==> config.mk <==
export PLATFORM = sky130hd
export DESIGN_NAME = freq_gate_timebase
export DESIGN_NICKNAME = d
export VERILOG_FILES = /design/src/rtl/freq_pkg.sv /design/src/rtl/sig_conditioner.sv /design/src/rtl/freq_gate_timebase.sv
export SDC_FILE = /design/constraint.sdc
export NUM_CORES = 1
export LEC_CHECK = 0
export BUFFER_PORTS_ARGS = -buffer_cell sky130_fd_sc_hd__buf_2
export CAP_MARGIN = 30
export CORE_MARGIN = 5
export CORE_UTILIZATION = 49
export CTS_CLUSTER_SIZE = 40
export DETAILED_ROUTE_END_ITERATION = 16
export PLACE_DENSITY = 0.73
export SYNTH_ARGS = -nofsm -noshare
export SYNTH_HDL_FRONTEND = slang
export SYNTH_SLANG_ARGS = --single-unit
==> constraint.sdc <==
create_clock -name CLOCK_50 -period 2.4 [get_ports CLOCK_50]
set_clock_uncertainty 0.05 [all_clocks]
set_input_delay 0.12 -clock CLOCK_50 [delete_from_list [all_inputs] [get_ports CLOCK_50]]
set_output_delay 0.12 -clock CLOCK_50 [all_outputs]
set_load 0.005 [all_outputs]
==> src/rtl/freq_pkg.sv <==
// freq_pkg: shared range codes, gate FSM states and display helpers for the frequency counter front end
package freq_pkg;
  localparam logic [1:0] RANGE_1S    = 2'b00;
  localparam logic [1:0] RANGE_100MS = 2'b01;
  localparam logic [1:0] RANGE_10S   = 2'b10;
  localparam logic [1:0] DP_NONE     = 2'b00;
  localparam logic [1:0] DP_ONE      = 2'b01;
  localparam logic [1:0] DP_TENTHS   = 2'b10;
  typedef enum logic [1:0] {IDLE, FLUSH, GATE} state_t;
  function automatic logic [1:0] norm_range(input logic [1:0] r);
    return r == 2'b11 ? RANGE_1S : r;
  endfunction
  function automatic logic [31:0] window_len(input logic [1:0] r, input logic [31:0] hz);
    return r == RANGE_100MS ? hz / 32'd10 : r == RANGE_10S ? hz * 32'd10 : hz;
  endfunction
  function automatic logic [1:0] dp_code(input logic [1:0] r);
    return r == RANGE_100MS ? DP_TENTHS : r == RANGE_10S ? DP_ONE : DP_NONE;
  endfunction
endpackage

==> src/rtl/sig_conditioner.sv <==
// sig_conditioner: synchronizes sig_in, rejects short glitches and flags each filtered rising edge
module sig_conditioner #(
  parameter int SYNC_STAGES   = 2,
  parameter int GLITCH_CYCLES = 2
) (
  input  logic CLOCK_50,
  input  logic reset,
  input  logic sig_in,
  output logic pulse
);
  localparam int CW = $clog2(GLITCH_CYCLES + 1);
  logic [SYNC_STAGES-1:0] sync;
  logic [CW-1:0] cnt;
  logic filt, filt_q, s;
  assign s = sync[SYNC_STAGES-1];
  assign pulse = filt & ~filt_q;
  // cnt tracks how many consecutive samples have disagreed with the filtered level
  always_ff @(posedge CLOCK_50 or negedge reset)
    if (!reset) begin
      sync   <= '0;
      cnt    <= '0;
      filt   <= 1'b0;
      filt_q <= 1'b0;
    end else begin
      sync   <= {sync[SYNC_STAGES-2:0], sig_in};
      filt_q <= filt;
      if (s == filt) cnt <= '0;
      else if (cnt == CW'(GLITCH_CYCLES - 1)) begin
        filt <= s;
        cnt  <= '0;
      end else cnt <= cnt + 1'b1;
    end
endmodule

==> src/rtl/freq_gate_timebase.sv <==
// freq_gate_timebase: gate-time FSM producing the oneHz latch/clear strobe and the conditioned testSignal pulses
module freq_gate_timebase
  import freq_pkg::*;
#(
  parameter int CLK_HZ        = 50000000,
  parameter int SYNC_STAGES   = 2,
  parameter int GLITCH_CYCLES = 2
) (
  input  logic       CLOCK_50,
  input  logic       reset,
  input  logic       sig_in,
  input  logic       enable,
  input  logic [1:0] range_sel,
  output logic       oneHz,
  output logic       testSignal,
  output logic       gate_active,
  output logic       meas_valid,
  output logic [1:0] dp_pos
);
  state_t state;
  logic pulse, en_q, pend, chg, strobe_nxt;
  logic [1:0] range_q, rng;
  logic [31:0] cnt, n_len;
  sig_conditioner #(.SYNC_STAGES(SYNC_STAGES), .GLITCH_CYCLES(GLITCH_CYCLES)) u_cond (
    .CLOCK_50(CLOCK_50),
    .reset(reset),
    .sig_in(sig_in),
    .pulse(pulse)
  );
  assign rng   = norm_range(range_sel);
  assign n_len = window_len(rng, 32'(CLK_HZ));
  assign chg   = rng != range_q;
  // strobe is registered, so it is decided one cycle ahead: it lands on the cycle where cnt == 0
  assign strobe_nxt = enable && (state == IDLE ? !en_q : state == GATE && (chg || cnt == 32'd1));
  always_ff @(posedge CLOCK_50 or negedge reset)
    if (!reset) begin
      state       <= IDLE;
      en_q        <= 1'b0;
      range_q     <= RANGE_1S;
      cnt         <= '0;
      pend        <= 1'b0;
      oneHz       <= 1'b0;
      testSignal  <= 1'b0;
      gate_active <= 1'b0;
      meas_valid  <= 1'b0;
      dp_pos      <= DP_NONE;
    end else begin
      en_q    <= enable;
      range_q <= rng;
      dp_pos  <= dp_code(rng);
      oneHz   <= strobe_nxt;
      if (!enable) begin
        state       <= IDLE;
        gate_active <= 1'b0;
        meas_valid  <= 1'b0;
        testSignal  <= 1'b0;
        pend        <= 1'b0;
      end else begin
        case (state)
          IDLE: if (!en_q) begin
            state      <= FLUSH;
            meas_valid <= 1'b0;
          end
          FLUSH: begin
            state       <= GATE;
            gate_active <= 1'b1;
            cnt         <= n_len - 32'd1;
          end
          default: if (chg) begin
            state       <= FLUSH;
            gate_active <= 1'b0;
            meas_valid  <= 1'b0;
          end else begin
            cnt <= cnt == 32'd0 ? n_len - 32'd1 : cnt - 32'd1;
            if (cnt == 32'd1) meas_valid <= 1'b1;
          end
        endcase
        // an edge colliding with a strobe is held one cycle so it counts in the new window
        testSignal <= state != IDLE && !strobe_nxt && (pulse || pend);
        pend       <= state != IDLE && strobe_nxt && pulse;
      end
    end
endmodule
After elaboration in Yosys (flattened, before gate mapping)
Index checks and enable logic that the tools add are counted.

storage, ports and cells
  flip-flop bits (word level) = 50

cells by class
  $add $sub $neg = 3
  eq/ne operators = 16
  mux-type cells = 25
  bitwise gates (word level) = 4
  reduce and logical (&&, ||, !) cells = 18

operators by type and width
  operator               count
  $mux 32                2
  $pmux 32 s2            1
  $mux 29                2
  $eq 32x1->1 const B    1
  $logic_not 32->1       1
  $sub 32x1->32 const B  1
  $sub 29x1->30 const B  1
  $mux 2                 7
  $mux 1                 10
  $ne 4x1->1 const B     2
  $eq 2x1->1 const B     3
  $eq 2x2->1 const B     3
  $logic_and 1x1->1      6
  $reduce_and 2->1       3
  $reduce_and 3->1       2
  $ne 2x2->1 const B     2
  $pmux 1 s2             2
  $pmux 2 s2             1
  $ne 3x1->1 const B     1
  $ne 3x3->1 const B     1
  $not 1->1              3
  $add 2x1->2 const B    1
  $logic_not 1->1        2
  $logic_not 2->1        1
  other kinds (6)        7

Longest topological paths before layout
Gate-level depths: netlist of the first run.

  depth after elaboration = 11
  gate-level depth with buffers = 10
  depth with buffers taken out = 8

Modules after synthesis
From an unflattened synthesis of the first run, not the netlist that was laid out.

second synthesis, totals
  cell total of the unflattened synthesis = 287
  area total of the unflattened synthesis = 2658.8 sq um

modules (own cells, without submodules)
  module              instances  cells an instance  area each (sq um)  seq. area each (sq um)
  freq_gate_timebase  1          275                2461.1             1076.0
  sig_conditioner     1          12                 197.7              150.1

Worst setup path before layout of the first run
OpenSTA, ideal clock, no wires.

  path kind = reg2reg
  start point = register cnt[25]
  end point = register cnt[9]
  arrival = 2249 ps
  slack = -25 ps
  stages on the path, launching flop included = 8
  path buffers = 3
  clock period less this slack = 2425 ps
  cell sequence = dfrtp_1 -> or3_4 -> or4_4 -> buf_6 -> o31a_1 -> buf_6 -> buf_6 -> a221o_1

on the way
  longest elaborated chain between the ends = 4

ends and longest elaborated chain
  what                    line                      RTL
  from (decl)             freq_gate_timebase.sv:23  logic [31:0] cnt, n_len;
  from (signal assigned)  freq_gate_timebase.sv:67  cnt <= n_len - 32'd1;
  from (signal assigned)  freq_gate_timebase.sv:74  cnt <= cnt == 32'd0 ? n_len - 32'd1 : cnt - 32'd1;
  $logic_not 32->1        freq_gate_timebase.sv:74
  $mux 32                 freq_gate_timebase.sv:74
  $mux 32                 freq_gate_timebase.sv:69  default: if (chg) begin
  $pmux 32 s2             freq_gate_timebase.sv:59  case (state)

Every way passes these cells. The select of a mux whose other input is x is not followed.
A chain may end at the register's enable or synchronous reset.

Final worst setup path of the first run
  start point = register cnt[26]
  end point = register cnt[16]

The elaborated chain is that of the path after synthesis.

==> metrics.txt, run 1 <==
most common cell after layout, fill and taps aside buf_4; max_cap viols 0; worst slew pin tran 0.639 ns; leakage between 0.0015 and 0.002 uW; WL met3 just over 600 um; maximum vdd drop around 0.41 mV; first-pass GRT wire length 14100 um; cell count of the worst reg-to-reg path 6; Worst-Skew Late Latency 0.31 ns; gpl congestion 0.939; Chip Width 87.2 um; Fmax 421 MHz; CP Class reg2reg; final hold viol count 0; core area ~5900 um^2; Antenna Nets Post-Route 0; GRT Overall Usage 23.7%; Pre-antenna DRT Iters 6; post-synth cell types 67; Slew HR 57.4%; Final Cycle Share 99.1%; gr ovfl total 0; Met2 Routed Length 4000 um; post-synthesis cell count 315; hold_ws 0.209 ns; Req. time, crit path between 2 and 3 ns; CP endpoint kind flip-flop; share of post-route cells with drive strength above 1 around 27%; Initial Util 49.9%; DP HPWL roughly 5900 um; post-synthesis sequential area ratio 42.0%; htree depth 2; max incr delay on CP 0.55 ns; EDFF count, synth 0; die area 7600 um^2; Metal-1 WL 3790 um; min Tclk post-route 2.38 ns; Rows 28; top_reg_cell synth dfrtp_1; # port buffers 11; setup TNS 0 ns; drt drc 0; P per Cell Area 831 nW/um^2; crit path max-delay cell type or4_4; largest cells by area after synthesis dfrtp_1 (42%), o21ai_0 (4.5%), nor3_1 (3.8%); number of global-route vias before repair 2702; synthesized area per cell 9.27 um^2; status completed; Ports 12; final core occ a little over three fifths; leading area contributor after synthesis dfrtp_1; routed wire length 8610 um; Post-Syn Nets roughly 330; CTS clk-pin slew, worst paths 0.10 ns; Hold Crit Class in2reg; Max Used Layer met4; largest net degree at the start of global routing 50; WP data arrival approximately 2.5 ns; Hold Path Depth 2; Synth Cell Area 2920 um^2; Async S/R FF share, synth 100%; R2R Setup Slk 0.02 ns; Yosys top cell area share 42.0%; via count 2925; fin. max-slew vios 0; most frequent cells in the layout buf_4 (54), dfrtp_1 (49), o21ai_0 (23), nor3_1 (18), nor2_1 (17); ant diodes 0; die height 87.2 um; clock buffer depth 2; clock root cell clkbuf_8; Setup-failing EPs final 0; CTS Buf Count 5; vias per inst 6.47; CP Max Fanout 5; Seq cells post-synth around 50; Clock Sinks 49; CTS tree built; drt wl/cell 19.0 um; YS warnings 0; CP startpoint kind flip-flop; worst path cell trace or3_4, or4_4, buf_6, o31a_1, o21a_1, a22o_1; Area growth syn-to-layout 25.5%; initial antenna violation count 0; Total Nets Final a little under 400; RSZ-0062 raised after global routing true; Initial DRC Count 317
[where the power goes]
part	switching (uW)	internal, uW	leakage (uW)
sequential	226	1020	0.000608
clock	305	420	0.0000687
combinational	572	501	0.000870
total	1100	1940	0.00155
[Yosys cell counts, drive strengths merged, types with 4 or more instances]
master	number
o21a	4
o211ai	4
a31oi	5
ha	5
buf	10
o31ai	7
xnor2	4
nand3	12
or3	13
inv	13
nand4	9
nor3	22
clkbuf	11
a21oi	10
nor4	12
dfrtp	49
nand2	13
nor2	17
o21ai	27
a32oi	5
o31a	4
[final timing paths]
path	startpoint	end
worst max-delay path	cnt[26]	cnt[16]
worst min-delay path	range_sel[0]	range_q[0]
worst max register to register	cnt[26]	cnt[16]
worst min register to register	u_cond.sync[0]	u_cond.sync[1]
max in group asynchronous	reset	cnt[6]
min in group asynchronous	reset	range_q[0]
[state kept, by name, indices dropped and copies added (netlist names), 2 cells and up]
| name | cells |
|---|---|
| u_cond.cnt | 2 |
| cnt | 32 |
| range_q | 2 |
| state | 2 |
| u_cond.sync | 2 |
[layer usage]
metal | GRT usage, % | vias to the layer above
met1 | 34.5 | 1424
li1 | - | 1335
met5 | 0 | -
met3 | 2.65 | 20
met2 | 37.1 | 146
met4 | 6.83 | 0
[kinds of logic (layout without fill, tap and decap cells)]
logic type | Yosys count | in the layout | synth area share [%]
AOI/OAI and AO/OA | 100 | 100 | 25.0
xor gates and xnor gates | 6 | 6 | 1.80
adders and majority gates | 5 | 5 | 2.14
buffers and inverters | 34 | 96 | 5.78
DFF | 49 | 49 | 42.0
muxes | 1 | 1 | 0.386
and+or+nand+nor | 120 | 120 | 22.9
[final cells by class]
type	instances	area (um^2)
Clock inverter	3	68.8
Fill cell	475	2180
Multi-Input combinational cell	232	1580
Sequential cell	49	1230
Tap cell	75	93.8
Timing Repair Buffer	75	578
Inverter	13	48.8
Clock buffer	5	68.8
[per-stage QoR]
stage,worst slack (ns),area (um^2),instances,power (uW)
after floorplan,0.000956,2930,315,1840
after global placement,0.00308,3340,430,2200
after detailed placement,-0.0455,3340,430,2230
after CTS,0.00105,3510,441,2970
after global routing,-0.0272,3670,452,3230
final,0.0226,3670,452,3050
[worst max-delay path: cells and delay by family, from the launching register on]
family | cells | cell delay [ns]
and+or+nand+nor | 2 | 0.94
AOI/OAI and AO/OA | 3 | 0.74
DFF | 1 | 0.39
buffers and inverters | 1 | 0.16
[timing repair]
action | 4_1_cts | 5_1_grt
buffers inserted | 0 | 11
pin swaps | 5 | 7
gates resized for setup | 1 | 18
setup endpoints to repair | 5 | 30
hold buffers | 3 | 0
endpoints found under the hold margin | 51 | 0
(Power assumes the default switching activity.)
==> run 2: changes to the inputs <==
Settings changed: RECOVER_POWER set to 25.
==> run 2 against run 1 <==
Compared with the run above: total power is 0.20% lower; wire length fell by 0.66%; die area unchanged; critical path type unchanged; largest cell class unchanged; largest power group unchanged.
==> metrics.txt, run 2 (synthesis results as in run 1) <==
Final Cell Area 3660 um^2 (-0.27%); initial antenna violation count 0 (unchanged); max_cap viols 0 (unchanged); clock buffer depth 2 (unchanged); Layout fillers 478 (+0.63%); Initial DRC Count 317 (unchanged); number of global-route vias before repair 2702 (unchanged); Antenna Nets Post-Route 0 (unchanged); worst slew pin tran 1.25 ns (+0.607 ns); Hold Crit Class in2reg; Chip Width 87.2 um (unchanged); # port buffers 11 (unchanged); Req. time, crit path 2.55 ns (about the same); CP Max Fanout 5 (unchanged); core area 5850 um^2 (unchanged); WP data arrival 2.52 ns (about the same); vias per inst 6.36 (-1.8%); most flop-heavy register cnt; max reg flops 32 (unchanged); GRT Overall Usage 23.7% (unchanged); Pre-antenna DRT Iters 6 (unchanged); Ports 12 (unchanged); gpl congestion 0.939 (unchanged); min Tclk post-route 2.37 ns (-0.00252 ns); Final Power 3040 uW (-0.20%); die height 87.2 um (unchanged); Worst-Skew Late Latency 0.31 ns (about the same); leakage 0.00153 uW (-0.95%); CTS Buf Count 5 (unchanged); Rows 28 (unchanged); drt drc 0 (unchanged); Fmax 421 MHz (+0.11%); most frequent cells in the layout buf_4 (52), dfrtp_1 (49), o21ai_0 (23), nor3_1 (18), nor2_1 (17); CTS clk-pin slew, worst paths 0.10 ns (about the same); maximum vdd drop 0.408 mV (-0.13%); ant diodes 0 (unchanged); share of post-route cells with drive strength above 1 26.0% (-1.1 points); largest net degree at the start of global routing 50 (unchanged); first-pass GRT wire length 14100 um (unchanged); Slew HR 16.9% (-40 points); CTS tree built; final hold viol count 0 (unchanged); Clock Sinks 49 (unchanged); fin. max-slew vios 0 (unchanged); via count 2873 (-1.8%); gr ovfl total 0 (unchanged); htree depth 2 (unchanged); CP endpoint kind flip-flop; CP startpoint kind flip-flop; Total Nets Final 387 (unchanged); clock root cell clkbuf_8; setup TNS 0 ns (unchanged); Setup-failing EPs final 0 (unchanged); RSZ-0062 raised after global routing true; die area 7600 um^2 (unchanged); most common cell after layout, fill and taps aside buf_4; CP Class reg2reg; Initial Util 49.9% (unchanged); status completed; DP HPWL 5910 um (unchanged); Final Cycle Share 99.0% (-0.11 points); Area growth syn-to-layout 25.2%; P per Cell Area 831 nW/um^2 (about the same); routed wire length 8550 um (-0.66%); Placement Cell Area 3340 um^2 (unchanged); drt wl/cell 18.9 um (-0.66%)
[run 2: cell count changes in the layout (fill, tap and decap cells not counted), sizes merged]
cell / delta
buf: -5
clkbuf: +5
[run 2: stage by stage]
| step | worst slack, ns | instances | hold WS [ns] | utilization [%] |
|---|---|---|---|---|
| 2_1_floorplan | 0.000956 | 315 | -0.226 | - |
| 3_3_place_gp | 0.00308 | 430 | 0.178 | 57.1 |
| 3_5_place_dp | -0.0455 | 430 | 0.180 | 57.1 |
| 4_1_cts | 0.00105 | 441 | 0.199 | 60.1 |
| 5_1_grt | -0.0272 | 452 | 0.228 | 62.5 |
| 6_report | 0.0251 | 452 | 0.209 | 62.5 |
[run 2: cell type report]
cell class / instances / area, um^2 / area share, %
multi-input combinational: 232 / 1580 / 43.3
sequential: 49 / 1230 / 33.5
timing repair buffer: 75 / 568 / 15.5
tap: 75 / 93.8 / 2.57
clock buffer: 5 / 68.8 / 1.88
clock inverter: 3 / 68.8 / 1.88
inverter: 13 / 48.8 / 1.33
[run 2: routing by layer]
layer / up-vias / share of wire, % / GRT usage (%)
met5: - / 0 / 0
met4: 0 / 2.4 / 6.83
met3: 19 / 7.1 / 2.65
met2: 127 / 46 / 37.1
met1: 1394 / 45 / 34.5
li1: 1333 / - / -
[run 2: worst paths after layout]
kind                                      from             end  slack (ns)  depth (start not counted)
worst max-delay path                   cnt[26]         cnt[25]        0.03                          6
worst min-delay path              range_sel[0]      range_q[0]        0.21                          2
worst max register to register         cnt[26]         cnt[25]        0.03                          6
worst min register to register  u_cond.sync[0]  u_cond.sync[1]        0.31                          0
max in group asynchronous                reset          cnt[6]        0.91                          3
min in group asynchronous                reset      range_q[0]        0.64                          3
[run 2: power breakdown]
part,switching (uW),leakage [uW],internal [uW]
registers,226,0.000608,1020
clock network,305,0.0000687,420
logic,570,0.000856,499
total,1100,0.00153,1940
[run 2: worst max-delay path, stage by stage, from the launching register on]
cell	delay, ns
dfrtp_1	0.39
or3_4	0.39
or4_4	0.55
buf_6	0.16
o31a_1	0.27
and4_1	0.15
or3_1	0.30
[run 2: repair_timing]
action / CTS / global route
gates cloned: 0 / 0
buffers inserted: 0 / 11
resized for setup: 1 / 18
hold buffers: 3 / 0
setup endpoints to repair: 5 / 30
endpoints found under the hold margin: 51 / 0
pin swaps: 5 / 7
